$ cat src/rtl/uart_tx_arbiter.sv
// Round-robin arbiter granting four requesters access to a single UART transmitter.
// Optional BUSY watchdog enabled by defining UART_TX_ARB_TIMEOUT_EN.
module uart_tx_arbiter #(
    parameter int NUM_REQ        = 4,
    parameter int TIMEOUT_CYCLES = 64
) (
    input  logic                 clk,
    input  logic                 nrst,
    input  logic [NUM_REQ-1:0]   req,
    input  logic [8*NUM_REQ-1:0] req_data,
    output logic [NUM_REQ-1:0]   gnt,
    output logic [NUM_REQ-1:0]   done,
    output logic                 err,
    output logic                 tx_ctrl,
    output logic [7:0]           data_send,
    input  logic                 transmit_ready,
    input  logic                 success
);

    localparam int IW = $clog2(NUM_REQ);

    typedef enum logic [1:0] {
        IDLE,
        START,
        BUSY,
        DONE
    } state_t;

    state_t        state;
    logic [IW-1:0] owner;
    logic [IW-1:0] last_owner;
    logic [IW-1:0] winner;
    logic          found;
    logic          busy_seen;
    logic          exit_ok;

`ifdef UART_TX_ARB_TIMEOUT_EN
    localparam int WDW = $clog2(TIMEOUT_CYCLES + 1);
    logic [WDW-1:0] wd;
`endif

    // First active request strictly after last_owner, wrapping to 0.
    always_comb begin
        winner = '0;
        found  = 1'b0;
        for (int i = 1; i <= NUM_REQ; i++) begin
            if (!found && req[(int'(last_owner) + i) % NUM_REQ]) begin
                winner = IW'((int'(last_owner) + i) % NUM_REQ);
                found  = 1'b1;
            end
        end
    end

    // busy_seen guarantees a stale success from the previous frame is ignored.
    assign exit_ok = busy_seen && transmit_ready && success;

    always_ff @(posedge clk or negedge nrst) begin
        if (!nrst) begin
            state      <= IDLE;
            gnt        <= '0;
            done       <= '0;
            tx_ctrl    <= 1'b0;
            data_send  <= '0;
            busy_seen  <= 1'b0;
            owner      <= '0;
            last_owner <= IW'(NUM_REQ - 1);
`ifdef UART_TX_ARB_TIMEOUT_EN
            err        <= 1'b0;
            wd         <= '0;
`endif
        end else begin
            done    <= '0;
            tx_ctrl <= 1'b0;
`ifdef UART_TX_ARB_TIMEOUT_EN
            err     <= 1'b0;
`endif
            unique case (state)
                IDLE: begin
                    gnt <= '0;
                    if (transmit_ready && found) begin
                        owner     <= winner;
                        gnt       <= NUM_REQ'(1) << winner;
                        data_send <= req_data[{winner, 3'b000} +: 8];
                        tx_ctrl   <= 1'b1;
                        state     <= START;
                    end
                end
                START: begin
                    busy_seen <= 1'b0;
`ifdef UART_TX_ARB_TIMEOUT_EN
                    wd        <= '0;
`endif
                    state     <= BUSY;
                end
                BUSY: begin
                    if (!transmit_ready) begin
                        busy_seen <= 1'b1;
                    end
                    if (exit_ok) begin
                        done  <= gnt;
                        state <= DONE;
                    end
`ifdef UART_TX_ARB_TIMEOUT_EN
                    else if (wd == WDW'(TIMEOUT_CYCLES - 1)) begin
                        done  <= gnt;
                        err   <= 1'b1;
                        state <= DONE;
                    end else begin
                        wd <= wd + 1'b1;
                    end
`endif
                end
                DONE: begin
                    gnt        <= '0;
                    last_owner <= owner;
                    state      <= IDLE;
                end
                default: state <= IDLE;
            endcase
        end
    end

`ifndef UART_TX_ARB_TIMEOUT_EN
    assign err = 1'b0;
`endif

endmodule

$ cat config.mk
export PLATFORM = sky130hd
export DESIGN_NAME = uart_tx_arbiter
export DESIGN_NICKNAME = d
export VERILOG_FILES = /design/src/rtl/uart_tx_arbiter.sv
export SDC_FILE = /design/constraint.sdc
export NUM_CORES = 1
export LEC_CHECK = 0
export ABC_AREA = 1
export CAP_MARGIN = 20
export CORE_ASPECT_RATIO = 0.9
export CORE_MARGIN = 5
export CORE_UTILIZATION = 62
export CTS_CLUSTER_DIAMETER = 40
export DETAILED_ROUTE_END_ITERATION = 16
export DONT_BUFFER_PORTS = 1
export PLACE_DENSITY_LB_ADDON = 0.2
export SLEW_MARGIN = 20
export SYNTH_ARGS = -nofsm -noshare
export SYNTH_HDL_FRONTEND = slang
export SYNTH_SLANG_ARGS = --single-unit
$ cat constraint.sdc
create_clock -name clk -period 2.2 [get_ports clk]
set_input_delay 0.44 -clock clk [delete_from_list [all_inputs] [get_ports clk]]
set_output_delay 0.44 -clock clk [all_outputs]
set_load 0.05 [all_outputs]
==> flow_metrics.py, run 1 <==
metrics = {
    "clock_network": {
        "clockBufferDepth": 2,
        "cts_buffers": 3,
        "clock_latency_ns": 0.32,
        "cts-root-buf": "clkbuf_4",
        "cts.reportedPaths.clkPinSlew_ns": 0.14,
        "cts.htree.levels": 1,
        "cts_tree": "done",
        "clkSinkCount": 24,
    },
    "power": {
        "combPwrFrac_pct": 55.6,
        "pwr_density_cell_mw_per_mm2": 1850,
        "power_frac_clock_pct": 10.2,
        "p_leak_nw": 0.972,
        "seqPwrFrac_pct": 34.2,
        "swShare_pct": 56.2,
        "switchingPower_w": 0.00176,
        "vdd_drop_max_uv": 1380,
        "internal_power_w": 0.00137,
    },
    "critical_path": {
        "crit_family": "simple AND/OR/NAND/NOR gates",
        "endpoint_kind": "flip-flop",
        "crit_buf_inv": 3,
        "crit_chain": "buf_4 -> nand2_1 -> nand3_1 -> nand2_1 -> nor2_4 -> nand3_4 -> nand2_1 -> inv_2 -> nand2_2 -> buf_4 -> o21ai_0",
        "worst_ep_arrival_time_ns": 2.17,
        "critPathLaunchType": "flip-flop",
        "cpPeakStageDelay_ns": 0.62,
        "cp.required_ns": 2.41,
        "cpMostUsedCell": "nand2_1",
        "cpMaxStageDelayCell": "dfstp_2",
        "path_max_fanout": 7,
        "critPathKind": "flip-flop to flip-flop",
    },
    "floorplanning": {
        "coreArea_mm2": 0.00247,
        "die_area_mm2": 0.00373,
        "ioPinCount": 58,
        "rows": 17,
        "die_y_um": 58.4,
        "die_x_um": 63.8,
        "start_util_pct": 65.4,
    },
    "placed_design": {
        "place.gp.congestion": 0.824,
        "pre_cts_ws_ns": 0.0929,
        "dp.cells": 267,
        "io_buffer_count": 0,
        "post-dp-hpwl_um": 2600,
    },
    "sta": {
        "post-route-period-util_pct": 89.3,
        "worstMarginPinSlew_ns": 0.519,
        "hold_viol_final": 0,
        "finalSetupViolations": 0,
        "rsz0062_at_grt": "false",
        "fin_crit_ns": 1.96,
        "setup-tns-final_ns": 0,
        "max_freq_mhz": 509,
        "finalMaxSlewViolations": 0,
        "hold_ws_ns": 0.0686,
        "fin_skew_ns": 0.00811,
        "setup_slack_ns": 0.236,
        "maxSlewHeadroom_pct": 65.4,
    },
    "drt": {
        "ant_nets": 0,
        "routed_wl_um": 3520,
        "wl_per_cell_um": 12.8,
        "first_iter_violations": 125,
        "vias": 1463,
        "drtPass1Iterations": 4,
        "avgViaCountPerCell": 5.32,
        "drc": 0,
    },
    "synth": {
        "yosysSeqAreaShare_pct": 37.4,
        "yosysUniqueCellTypes": 23,
        "synth_nets": 289,
        "syn-instance-count": 244,
        "syn_area_per_cell_um2": 6.61,
        "ys_ff_latch": 24,
        "yosysWarnings": 0,
        "synth.cell_area_mm2": 0.00161,
    },
    "global_route": {
        "grt_usage_pct": 18.9,
        "antenna_found_initial": 0,
        "grt_pass1_wl_um": 5800,
        "grt_pass1_vias": 1283,
        "grt_max_degree": 25,
        "grt-ovfl-total": 0,
    },
    "cells_and_area": {
        "antenna_cells": 0,
        "fin_nets": 293,
        "fin_util_pct": 68.7,
        "layout_commonest_cell": "nand2_1",
        "drive_gt1_share_pct": 11.7,
        "layout.cells.non_filler": 275,
        "syn2layout_area_growth_pct": 5.04,
        "layout_common_cells": "nand2_1, nand3_1, dfrtp_1",
    },
    "outcome": {
        "status": "finished clean",
    },
    "run": {
        "max_cap_violations": 0,
    },
    "min_path": {
        "hp-class": "input port to asynchronous set/reset pin",
    },
}
==> final cells by class <==
type	instances	area (um2)
flip-flops and latches	24	603
fillers	226	772
clock buffers	3	22.5
inverters	21	81.3
repair buffers	7	50.0
multi-input cells	191	873
clock inverters	1	30.0
well taps	28	35.0
==> synthesized netlist by cell type (all sizes together) <==
master  instances  share of area, %
dfstp           2               3.3
conb            1              0.23
o31ai           1              0.47
nor2            8               2.3
nand4           1              0.39
nand2         134                32
buf             8               4.3
inv            21               5.0
dfrtp          22                34
ha              5               3.9
o21ai          10               3.1
nor3            1              0.31
a21oi           3              0.93
nand3          27               9.5
==> per-layer routing <==
layer	GRT usage [%]	part of all wire, %
met1	24.6	44
met4	2.67	0.57
met5	0	0
met2	32.3	48
met3	5.15	7.4
==> power groups by stage <==
stage / logic, W / registers [W] / clock network (W)
final: 0.00174 / 0.00107 / 0.000318
after global routing: 0.00204 / 0.00109 / 0.000341
after CTS: 0.00168 / 0.00108 / 0.000326
after detailed placement: 0.00166 / 0.00109 / 0
after global placement: 0.00164 / 0.00109 / 0
after floorplan: 0.00151 / 0.00103 / 0
==> flip-flops by register name (all words and copies together), names as in the netlist <==
register and cells:
gnt 4, done 4, data_send 8, busy_seen 1, owner 2, tx_ctrl 1, last_owner 2, state 2
==> per-stage QoR <==
stage	power [W]	cell area (um2)
after CTS	0.00308	1670
after detailed placement	0.00275	1600
after global placement	0.00273	1600
final	0.00313	1700
after floorplan	0.00254	1610
after global routing	0.00347	1700
==> cells by family (layout without fill, tap and decap cells) <==
kind of cell	Yosys count	count (layout)	synth area share, %
adder cells (fa/ha/maj)	5	5	3.88
flip-flops	24	24	37.4
other	1	1	0.232
AND/OR/NAND/NOR	171	171	44.7
AO/OA/AOI/OAI	14	14	4.50
buffers and inverters	29	32	9.30
==> what timing repair did <==
item / in CTS / in global routing
resized for setup: 0 / 2
endpoints found under the hold margin: 24 / 0
hold buffers: 1 / 0
setup buffers: 0 / 3
endpoints found under the setup margin: 0 / 11
==> path summary, 6_finish.rpt <==
check | to | from | cells after the start | slack [ns]
setup / recovery | owner[1]$_DFFE_PN0P_ | last_owner[0]$_DFFE_PN1N_ | 11 | 0.24
hold / removal | data_send[2]$_DFFE_PN0P_ | nrst | 1 | 0.07
setup reg to reg | owner[1]$_DFFE_PN0P_ | last_owner[0]$_DFFE_PN1N_ | 11 | 0.24
hold reg to reg | owner[1]$_DFFE_PN0P_ | owner[1]$_DFFE_PN0P_ | 2 | 0.53
max in group asynchronous | last_owner[0]$_DFFE_PN1N_ | nrst | 1 | 1.76
min in group clk | busy_seen$_DFFE_PN0P_ | transmit_ready | 3 | 0.30
Note: power is estimated with default switching activity, not from simulation.
==> inputs of run 2 (changes only) <==
Settings changed: PLACE_DENSITY set to 0.8, PLACE_DENSITY_LB_ADDON 0.2 to not set, TNS_END_PERCENT set to 1.
==> flow_metrics.py, run 2 (synthesis results as in run 1) <==
metrics = {
    "outcome": {
        "status": "finished clean",
    },
    "drt": {
        "ant_nets": 0,
        "routed_wl_um": 3600,
        "drtPass1Iterations": 4,
        "first_iter_violations": 89,
        "wl_per_cell_um": 13.2,
        "vias": 1428,
        "avgViaCountPerCell": 5.23,
        "drc": 0,
    },
    "cells_and_area": {
        "regMostFlops": "data_send",
        "layout_common_cells": "nand2_1, nand3_1, dfrtp_1",
        "syn2layout_area_growth_pct": 3.64,
        "fillers": 227,
        "fin_util_pct": 67.8,
        "reg.largest.list": "data_send (8), done (4), gnt (4)",
        "antenna_cells": 0,
        "drive_gt1_share_pct": 11.0,
        "layout_commonest_cell": "nand2_1",
        "multiInputGateArea_um2": 866,
        "seq_area_um2": 603,
        "largest_register_ffs": 8,
        "fin_nets": 291,
    },
    "critical_path": {
        "cpMostUsedCell": "nand2_1",
        "cp.required_ns": 2.47,
        "path_max_fanout": 11,
        "crit_end": "data_send[0]$_DFFE_PN0P_",
        "cpPeakStageDelay_ns": 0.65,
        "r2r-end": "data_send[0]$_DFFE_PN0P_",
        "r2r_setup_slack_ns": 0.19,
        "timing.rr.start": "last_owner[0]$_DFFE_PN1N_",
        "worst_ep_arrival_time_ns": 2.28,
        "cp-startpoint": "last_owner[0]$_DFFE_PN1N_",
        "crit_family": "simple AND/OR/NAND/NOR gates",
        "critPathKind": "flip-flop to flip-flop",
        "reg2reg_depth": 15,
        "endpoint_kind": "flip-flop",
        "cp.depth": 15,
        "crit_buf_inv": 2,
        "crit_chain": "inv_4 -> nand2_1 -> nand2_1 -> nand2_1 -> nand2_2 -> nor2_4 -> nand2_1 -> nor2_1 -> nand2_1 -> nand2_1 -> buf_4 -> nand2_1 -> nand2_1 -> nand2_1 -> nand2_1",
        "cpMaxStageDelayCell": "dfstp_2",
        "critPathLaunchType": "flip-flop",
    },
    "run": {
        "max_cap_violations": 0,
    },
    "sta": {
        "fin_crit_ns": 2.01,
        "worstMarginPinSlew_ns": 0.535,
        "hold_viol_final": 0,
        "fin_skew_ns": 0.00102,
        "post-route-period-util_pct": 91.6,
        "maxSlewHeadroom_pct": 64.3,
        "setup_slack_ns": 0.186,
        "finalMaxSlewViolations": 0,
        "rsz0062_at_grt": "false",
        "finalSetupViolations": 0,
        "setup-tns-final_ns": 0,
        "max_freq_mhz": 496,
    },
    "floorplanning": {
        "coreArea_mm2": 0.00247,
        "die_x_um": 63.8,
        "ioPinCount": 58,
        "rows": 17,
        "die_y_um": 58.4,
        "die_area_mm2": 0.00373,
        "start_util_pct": 65.4,
    },
    "power": {
        "power_w": 0.00314,
        "p_leak_nw": 0.961,
        "pwr_density_cell_mw_per_mm2": 1880,
        "vdd_drop_max_uv": 1400,
    },
    "clock_network": {
        "clockBufferDepth": 2,
        "cts_tree": "done",
        "cts.htree.levels": 1,
        "cts_buffers": 3,
        "cts-root-buf": "clkbuf_4",
        "clkSinkCount": 24,
        "clock_latency_ns": 0.32,
        "cts.reportedPaths.clkPinSlew_ns": 0.14,
    },
    "placed_design": {
        "place.gp.congestion": 0.838,
        "io_buffer_count": 0,
        "pre_cts_ws_ns": 0.205,
        "post-dp-hpwl_um": 2650,
    },
    "global_route": {
        "antenna_found_initial": 0,
        "grt-ovfl-total": 0,
        "grt_max_degree": 25,
        "grt_pass1_wl_um": 6010,
        "grt_usage_pct": 19.8,
        "grt_pass1_vias": 1326,
    },
    "min_path": {
        "hp-class": "input port to asynchronous set/reset pin",
    },
}
## run 2: changes by cell type in the layout (fill, tap and decap cells not counted)
cell	previous run	this run
nand3_4	2	1
buf_4	6	4
nand3_2	0	1
## run 2: repair_timing
| item | CTS | global route |
|---|---|---|
| hold buffers | 1 | 0 |
| resized for setup | 0 | 1 |
| setup endpoints to repair | 0 | 4 |
| buffers inserted | 0 | 1 |
| endpoints found under the hold margin | 24 | 0 |
## run 2: stage by stage
| step | area, um2 | hold slack [ns] | instances |
|---|---|---|---|
| 2_1_floorplan | 1610 | 0.144 | 244 |
| 3_3_place_gp | 1600 | 0.145 | 267 |
| 3_5_place_dp | 1600 | 0.145 | 267 |
| 4_1_cts | 1670 | 0.286 | 272 |
| 5_1_grt | 1670 | 0.107 | 273 |
| 6_report | 1670 | 0.0762 | 273 |
## run 2: worst min-delay path by stage
stage / from / endpoint / cells past startpoint
2_1_floorplan: nrst / busy_seen$_DFFE_PN0P_ / 0
3_3_place_gp: nrst / data_send[0]$_DFFE_PN0P_ / 0
3_5_place_dp: nrst / tx_ctrl$_DFF_PN0_ / 0
4_1_cts: transmit_ready / busy_seen$_DFFE_PN0P_ / 3
5_1_grt: nrst / done[1]$_DFF_PN0_ / 1
6_report: nrst / done[1]$_DFF_PN0_ / 1
## run 2: metal layers
layer	global-route usage, %	wire, um
met5	0	0
met4	2.67	11
met1	26.5	1640
met2	32.6	1710
met3	6.11	239
## run 2: power by group
part           internal [W]  switching, W  total (W)  leakage [nW]
Sequential         0.000605      0.000472    0.00108         0.309
Combinational      0.000574       0.00116    0.00174         0.624
Clock              0.000184      0.000138   0.000322        0.0279
## run 2: area by class of cell
| class | instances | area share [%] |
|---|---|---|
| Inverter | 21 | 4.86 |
| Timing Repair Buffer | 5 | 2.09 |
| Clock inverter | 1 | 1.80 |
| Sequential cell | 24 | 36.1 |
| Clock buffer | 3 | 1.35 |
| Tap cell | 28 | 2.09 |
| Multi-Input combinational cell | 191 | 51.8 |
==> inputs of run 3 (changes only) <==
Settings changed: CORE_UTILIZATION 62 to 55, MAX_ROUTING_LAYER set to met4, PLACE_DENSITY 0.8 to 0.72.
==> flow_metrics.py, run 3 (synthesis results as in run 1) <==
metrics = {
    "outcome": {
        "status": "finished clean",
    },
    "sta": {
        "worstMarginPinSlew_ns": 0.535,
        "hold_ws_ns": 0.0773,
        "post-route-period-util_pct": 91.7,
        "setup-tns-final_ns": 0,
        "rsz0062_at_grt": "false",
        "hold_viol_final": 0,
        "fin_crit_ns": 2.02,
        "max_freq_mhz": 496,
        "maxSlewHeadroom_pct": 64.3,
        "fin_skew_ns": 0.00930,
        "finalSetupViolations": 0,
        "finalMaxSlewViolations": 0,
    },
    "floorplanning": {
        "die_x_um": 67.1,
        "coreArea_mm2": 0.00279,
        "die_y_um": 61.4,
        "ioPinCount": 58,
        "die_area_mm2": 0.00412,
        "rows": 18,
        "start_util_pct": 57.8,
    },
    "power": {
        "p_leak_nw": 0.962,
        "switchingPower_w": 0.00175,
        "combPwrFrac_pct": 55.3,
        "seqPwrFrac_pct": 34.5,
        "pwr_density_cell_mw_per_mm2": 1840,
        "vdd_drop_max_uv": 991,
        "internal_power_w": 0.00136,
        "power_frac_clock_pct": 10.2,
        "swShare_pct": 56.4,
    },
    "cells_and_area": {
        "fin_nets": 291,
        "layout.cells.non_filler": 285,
        "reg.largest.list": "data_send (8), done (4), gnt (4)",
        "largest_register_ffs": 8,
        "fin_util_pct": 60.7,
        "regMostFlops": "data_send",
        "fillers": 294,
        "drive_gt1_share_pct": 11.0,
        "layout_common_cells": "nand2_1, nand3_1, dfrtp_1",
        "antenna_cells": 0,
        "syn2layout_area_growth_pct": 5.04,
        "layout_commonest_cell": "nand2_1",
    },
    "drt": {
        "drc": 0,
        "vias": 1426,
        "drtPass1Iterations": 4,
        "first_iter_violations": 125,
        "avgViaCountPerCell": 5.00,
        "routed_wl_um": 3530,
        "wl_per_cell_um": 12.4,
        "ant_nets": 0,
    },
    "critical_path": {
        "worst_ep_arrival_time_ns": 2.23,
        "cp.required_ns": 2.42,
        "path_max_fanout": 13,
        "r2r_setup_slack_ns": 0.18,
        "r2r-end": "data_send[1]$_DFFE_PN0P_",
        "cpMaxStageDelayCell": "dfstp_2",
        "reg2reg_depth": 13,
        "critPathKind": "flip-flop to flip-flop",
        "crit_buf_inv": 3,
        "cpMostUsedCell": "nand2_1",
        "timing.rr.start": "last_owner[0]$_DFFE_PN1N_",
        "cp-startpoint": "last_owner[0]$_DFFE_PN1N_",
        "critPathLaunchType": "flip-flop",
        "crit_chain": "inv_4 -> nand2_1 -> nand2_1 -> nand2_1 -> nand2_2 -> nor2_4 -> nand3_4 -> nand2_1 -> inv_2 -> nand2_2 -> inv_2 -> nand2_1 -> nand2_1",
        "crit_family": "simple AND/OR/NAND/NOR gates",
        "crit_end": "data_send[1]$_DFFE_PN0P_",
        "cp.depth": 13,
        "cpPeakStageDelay_ns": 0.65,
        "endpoint_kind": "flip-flop",
    },
    "global_route": {
        "antenna_found_initial": 0,
        "grt-ovfl-total": 0,
        "grt_usage_pct": 18.9,
        "grt_pass1_wl_um": 5790,
        "grt_max_degree": 25,
        "grt_pass1_vias": 1311,
    },
    "placed_design": {
        "io_buffer_count": 0,
        "place.gp.congestion": 0.840,
        "post-dp-hpwl_um": 2720,
        "dp.cells": 278,
    },
    "clock_network": {
        "clockBufferDepth": 2,
        "cts_buffers": 3,
        "cts.reportedPaths.clkPinSlew_ns": 0.14,
        "clock_latency_ns": 0.32,
        "cts_tree": "done",
        "cts-root-buf": "clkbuf_4",
        "clkSinkCount": 24,
        "cts.htree.levels": 1,
    },
    "run": {
        "max_cap_violations": 0,
    },
    "min_path": {
        "hp-class": "input port to asynchronous set/reset pin",
    },
}
[run 3: cell counts in the layout (fill, tap and decap cells not counted)]
Identical to the previous run, type by type.
[run 3: cell type report]
| cell class | instances | area (um2) | share of cell area [%] |
|---|---|---|---|
| clock buffer | 3 | 22.5 | 1.33 |
| tap | 40 | 50.0 | 2.95 |
| timing repair buffer | 5 | 35.0 | 2.07 |
| clock inverter | 1 | 30.0 | 1.77 |
| sequential | 24 | 603 | 35.6 |
| inverter | 21 | 81.3 | 4.80 |
| multi-input combinational | 191 | 873 | 51.5 |
[run 3: power groups by stage]
stage / registers (W) / clock network, W / logic (W)
after floorplan: 0.00103 / 0 / 0.00151
after CTS: 0.00108 / 0.000325 / 0.00168
after global routing: 0.00109 / 0.000344 / 0.00202
after detailed placement: 0.00109 / 0 / 0.00167
final: 0.00107 / 0.000318 / 0.00172
after global placement: 0.00109 / 0 / 0.00165
[run 3: layer usage]
layer / vias to the layer above / routed length (um) / track usage [%]
met5: - / 0 / -
met4: 0 / 47 / 5.20
met3: 7 / 304 / 5.29
met2: 43 / 1700 / 33.2
met1: 622 / 1480 / 21.1
li1: 754 / - / -
[run 3: how the worst min path moves through the flow]
stage,startpoint,to,cells after the start
final,nrst,done[1]$_DFF_PN0_,1
after global routing,nrst,gnt[1]$_DFFE_PN0P_,1
after CTS,transmit_ready,busy_seen$_DFFE_PN0P_,3
after detailed placement,nrst,tx_ctrl$_DFF_PN0_,0
after global placement,nrst,tx_ctrl$_DFF_PN0_,0
after floorplan,nrst,busy_seen$_DFFE_PN0P_,0
[run 3: stage by stage]
stage	setup slack, ns	power, W	instance area (um2)
after floorplan	0.428	0.00254	1610
after global placement	0.131	0.00274	1610
after detailed placement	0.101	0.00275	1610
after CTS	0.0911	0.00309	1670
after global routing	0.00158	0.00346	1700
final	0.182	0.00311	1700
[run 3: timing repair]
| item | in CTS | in global routing |
|---|---|---|
| hold buffers | 1 | 0 |
| resized for setup | 0 | 2 |
| endpoints found under the hold margin | 24 | 0 |
| buffers inserted | 0 | 2 |
| endpoints found under the setup margin | 0 | 10 |
